**src/rtl/mips_pkg.sv**
```systemverilog
// Shared fetch-path types and constants.
package mips_pkg;

  localparam int unsigned XLEN = 32;
  localparam logic [XLEN-1:0] PC_STEP = 32'd4;

  typedef struct packed {
    logic [XLEN-1:0] pc;
    logic [XLEN-1:0] instr;
  } fetch_entry_t;

endpackage

```
**src/rtl/sync_fifo.sv**
```systemverilog
// Power-of-two synchronous FIFO with flush and a combinational head.
module sync_fifo #(
  parameter int unsigned WIDTH = 64,
  parameter int unsigned DEPTH = 4
) (
  input  logic                     clk_i,
  input  logic                     rst_ni,
  input  logic                     push_i,
  input  logic                     pop_i,
  input  logic                     flush_i,
  input  logic [WIDTH-1:0]         wdata_i,
  output logic [$clog2(DEPTH):0]   count_o,
  output logic [WIDTH-1:0]         head_o
);

  localparam int unsigned AW = $clog2(DEPTH);
  localparam int unsigned CW = AW + 1;

  logic [WIDTH-1:0] mem_q [DEPTH];
  logic [AW-1:0]    wr_ptr_q, wr_ptr_d;
  logic [AW-1:0]    rd_ptr_q, rd_ptr_d;
  logic [CW-1:0]    count_q, count_d;

  // Flush wins over any push or pop in the same cycle.
  always_comb begin
    wr_ptr_d = wr_ptr_q;
    rd_ptr_d = rd_ptr_q;
    count_d  = count_q;
    if (flush_i) begin
      wr_ptr_d = '0;
      rd_ptr_d = '0;
      count_d  = '0;
    end else begin
      if (push_i) wr_ptr_d = wr_ptr_q + AW'(1);
      if (pop_i)  rd_ptr_d = rd_ptr_q + AW'(1);
      count_d = count_q + CW'(push_i) - CW'(pop_i);
    end
  end

  always_ff @(posedge clk_i or negedge rst_ni) begin
    if (!rst_ni) begin
      wr_ptr_q <= '0;
      rd_ptr_q <= '0;
      count_q  <= '0;
      for (int i = 0; i < int'(DEPTH); i++) mem_q[i] <= '0;
    end else begin
      wr_ptr_q <= wr_ptr_d;
      rd_ptr_q <= rd_ptr_d;
      count_q  <= count_d;
      if (push_i && !flush_i) mem_q[wr_ptr_q] <= wdata_i;
    end
  end

  assign count_o = count_q;
  assign head_o  = mem_q[rd_ptr_q];

endmodule

```
**src/rtl/fetch_queue.sv**
```systemverilog
// Instruction-fetch front end: PC, credit-gated ROM requests and a
// {pc, instr} queue drained by decode through valid/ready.
module fetch_queue
  import mips_pkg::*;
#(
  parameter int unsigned DEPTH    = 4,
  parameter logic [31:0] RESET_PC = 32'h0000_0000
) (
  input  logic        i_clk,
  input  logic        i_rst_n,
  input  logic        i_redirect,
  input  logic [31:0] i_redirect_pc,
  output logic        o_imem_req,
  output logic [31:0] o_imem_addr,
  input  logic [31:0] i_imem_rdata,
  output logic        o_valid,
  input  logic        i_ready,
  output logic [31:0] o_pc,
  output logic [31:0] o_instr
);

  localparam int unsigned CW = $clog2(DEPTH) + 1;

  logic [XLEN-1:0] pc_q, pc_d;
  logic [XLEN-1:0] resp_pc_q, resp_pc_d;
  logic            inflight_q, inflight_d;
  logic            kill_q, kill_d;

  logic [CW-1:0]   count;
  logic            pop_c, push_c, req_c, credit_c;
  fetch_entry_t    wentry, head;

  assign pop_c    = o_valid & i_ready;
  // Queued plus outstanding entries may never exceed the queue depth.
  assign credit_c = (count + CW'(inflight_q) - CW'(pop_c)) < CW'(DEPTH);
  assign req_c    = i_rst_n & ~i_redirect & credit_c;
  assign push_c   = inflight_q & ~kill_q & ~i_redirect;

  always_comb begin
    pc_d       = pc_q;
    resp_pc_d  = resp_pc_q;
    inflight_d = req_c;
    // Single-cycle ROM: a redirect always coincides with the response, so no kill is needed.
    kill_d     = 1'b0;
    if (i_redirect) begin
      pc_d = i_redirect_pc;
    end else if (req_c) begin
      pc_d      = pc_q + PC_STEP;
      resp_pc_d = pc_q;
    end
  end

  always_ff @(posedge i_clk or negedge i_rst_n) begin
    if (!i_rst_n) begin
      pc_q       <= RESET_PC;
      resp_pc_q  <= '0;
      inflight_q <= 1'b0;
      kill_q     <= 1'b0;
    end else begin
      pc_q       <= pc_d;
      resp_pc_q  <= resp_pc_d;
      inflight_q <= inflight_d;
      kill_q     <= kill_d;
    end
  end

  always_comb begin
    wentry       = '0;
    wentry.pc    = resp_pc_q;
    wentry.instr = i_imem_rdata;
  end

  sync_fifo #(
    .WIDTH ($bits(fetch_entry_t)),
    .DEPTH (DEPTH)
  ) u_fifo (
    .clk_i   (i_clk),
    .rst_ni  (i_rst_n),
    .push_i  (push_c),
    .pop_i   (pop_c),
    .flush_i (i_redirect),
    .wdata_i (wentry),
    .count_o (count),
    .head_o  (head)
  );

  assign o_imem_req  = req_c;
  assign o_imem_addr = pc_q;
  assign o_valid     = (count != '0);
  assign o_pc        = head.pc;
  assign o_instr     = head.instr;

endmodule

```
**config.mk**
```make
export PLATFORM = sky130hd
export DESIGN_NAME = fetch_queue
export DESIGN_NICKNAME = d
export VERILOG_FILES = /design/src/rtl/mips_pkg.sv /design/src/rtl/sync_fifo.sv /design/src/rtl/fetch_queue.sv
export SDC_FILE = /design/constraint.sdc
export NUM_CORES = 1
export LEC_CHECK = 0
export CORE_MARGIN = 3
export CORE_UTILIZATION = 36
export DETAILED_ROUTE_END_ITERATION = 7
export GPL_TIMING_DRIVEN = 0
export PLACE_DENSITY = 0.64
export SLEW_MARGIN = 25
export SYNTH_ARGS = -nofsm -noshare
export SYNTH_HDL_FRONTEND = slang
export SYNTH_SLANG_ARGS = --single-unit
```
**constraint.sdc**
```tcl
create_clock -name i_clk -period 6.9 [get_ports i_clk]
set_clock_uncertainty 0.2 [all_clocks]
set_input_delay 1.035 -clock i_clk [delete_from_list [all_inputs] [get_ports i_clk]]
set_output_delay 1.035 -clock i_clk [all_outputs]
set_load 0.1 [all_outputs]
```
==> run metrics <==
outcome=finished clean; register area share after synthesis=56.04%; largest net degree at the start of global routing=between 90 and 100; Max clock buf depth=3; # DRC=0; Post-Syn Instances=approximately 940; post_cts resized=0; pin slew with the least headroom to its limit=around 1.1 ns; clock sink total=approximately 330; final max-slew violation count=0; row count=73; Setup Viol. Count Final=0; CTS tree=yes; nets@finish=between 1000 and 1500; FF/Latch Area=slightly above 0.008 mm2; CTS buffer count=38; Clock Latency Late Sink=0.53 ns; Util after Layout=46.00%; Yosys reg bits=around 330; syn_nets=1016; maxcap violations=0; fmax=165.3 MHz; number of DRC markers in iteration 0=around 480; commonest non-fill, non-tap cells in the layout=328 x dfrtp_1, 294 x mux2_2, 164 x clkdlybuf4s50_1; crit path max fanout=11; # IOs=roughly 170; # diodes=0; final worst path period share=between 80% and 90%; Cell Pwr Density=roughly 500 mW/mm2; Vias per Instance=5.063; RSZ-0062 raised after global routing=false; Clk pin slew, worst setup/hold paths=roughly 0.050 ns; Max-slew headroom=between 20% and 30%; Routed wire per std cell=20.45 um; GP Congestion=just under 0.8; initial antenna violation count=0; Post-Route WL=34.78 mm; core footprint=around 0.040 mm2; Port Buffers=~170; Final Critical Period=around 6.0 ns; commonest non-fill, non-tap cell in the layout=dfrtp_1; startpoint type of the worst setup path=primary input; arrival time of the worst setup path=between 4 and 5 ns; worst endpoint required time=~5.7 ns; cts hold-fix bufs=0; syn_area_per_cell=15.60 um2; Filler cells=between 3000 and 4000; vias=between 8000 and 9000; CP endpoint kind=primary output; min-delay worst type=primary input to asynchronous set/reset pin; H-tree depth=2; critical path class=primary input to primary output; layout cells sized above 1=38.86%; layout overhead on the synthesized area=25.37%; Post-CTS Setup Bufs=0; first-pass GRT wire length=55.53 mm; VDD IR max=approximately 0.38 mV; Detailed Routing Iterations Pass 1=4; root buffer cell=clkbuf_16; Starting Density=approximately 37%; Area after DPL=0.01704 mm2; die span in x=207.7 um; area of the multi-input gates=between 0.006 and 0.007 mm2; vias in the first global route=9351; Yosys Warn Count=0; gr usage total=16.33%; GRT overflow=0; Die H=roughly 210 um; DP Wirelength=between 20 and 25 mm; final instance area=approximately 0.018 mm2; Lkg Pwr=between 8 and 9 nW; Hold Fails Final Rpt=0; Netlist Area Pre-Place=about 0.015 mm2; total power=a little over 9 mW; Die ar.=between 0.04 and 0.05 mm2; Distinct cells, synth=42; Routed Antenna Nets=0
[final timing paths]
path	slack (ns)	cells past startpoint	to	start
min in group i_clk	0.30	1	u_fifo.mem_q[107]	u_fifo.mem_q[107]
hold / removal	0.24	1	u_fifo.mem_q[203]	i_rst_n
max in group asynchronous	4.99	3	u_fifo.mem_q[120]	i_rst_n
setup / recovery	0.85	10	o_imem_req	i_ready
hold reg to reg	0.30	1	u_fifo.mem_q[107]	u_fifo.mem_q[107]
setup reg to reg	3.20	10	resp_pc_q[17]	u_fifo.count_o[1]
[cell families after synthesis]
| group | count (synthesis) | share of synthesized area, % |
|---|---|---|
| muxes | 360 | 32.58 |
| DFF | 328 | 56.04 |
| and+or+nand+nor | 86 | 3.084 |
| buffers and inverters | 66 | 2.033 |
| AOI/OAI and AO/OA | 57 | 3.409 |
| xor gates and xnor gates | 33 | 2.025 |
| adders and majority gates | 9 | 0.8202 |
[final cells by class]
type	count	share of cell area, %
tap	525	3.578
inverter	9	0.1840
sequential	328	44.70
buffer	57	1.438
timing repair buffer	168	9.473
multi-input combinational	545	33.44
clock inverter	12	0.6679
clock buffer	57	6.515
[metrics by stage]
step	instances	hold slack, ns	setup WS (ns)	setup TNS, ns
3_5_place_dp	1632	0.2872	0.7986	0
5_1_grt	1701	0.2415	0.7146	0
6_report	1701	0.2379	0.8500	0
2_1_floorplan	939	0.2739	2.241	0
4_1_cts	1701	0.2218	0.7958	0
3_3_place_gp	1629	0.2816	-12.14	-3888.07
[report_power, final]
group | leakage (nW) | switching (mW) | internal (mW)
Combinational | 3.09 | 3.00 | 1.45
Sequential | 4.30 | 0.366 | 2.46
Clock | 0.651 | 0.795 | 1.28
Total | 8.04 | 4.16 | 5.18
[registers in the layout, indices dropped and copies added, names as in the netlist]
signal           count
u_fifo.count_o       3
resp_pc_q           32
u_fifo.wr_ptr_q      2
o_imem_addr         32
u_fifo.rd_ptr_q      2
u_fifo.mem_q       256
inflight_q           1
[worst max-delay path, cell delays in order]
cell	delay (ns)
clkdlybuf4s50_1	0.48
and2_1	0.20
ha_1	0.17
inv_1	0.07
ha_1	0.26
and3b_1	0.20
or4b_4	0.57
a21oi_2	0.37
buf_4	0.28
clkdlybuf4s50_1	1.16
[routing by layer]
| layer | share of wire, % | GRT usage, % | vias up | wire [um] |
|---|---|---|---|---|
| met5 | 0 | 0 | - | 0 |
| met4 | 2.1 | 4.092 | 0 | 739 |
| met3 | 5.3 | 4.126 | 53 | 1833 |
| met2 | 48 | 26.50 | 187 | 16550 |
| met1 | 45 | 22.16 | 4455 | 15660 |
| li1 | - | - | 3918 | - |
[cell usage after synthesis (all sizes together)]
cell type,instances,area (um2)
nand4,9,77.57
fa,1,20.02
nand3,11,55.05
mux2i,2,20.02
mux4,64,1441
and2,2,12.51
nand2,41,153.9
ha,8,100.1
and3,4,25.02
and4,5,43.79
o21ai,26,130.1
dfrtp,328,8208
xor2,5,43.79
a21boi,1,7.510
and3b,1,8.760
a211oi,9,72.57
inv,9,33.78
xnor2,28,252.8
clkbuf,39,146.4
nor3b,1,7.510
nor2,6,22.52
a21oi,5,28.78
a2111oi,14,242.7
mux2,294,3311
a221o,1,10.01
nor2b,3,18.77
or3,2,12.51
o211ai,1,7.510
buf,18,117.6
or4b,1,13.76
(Power assumes the default switching activity.)
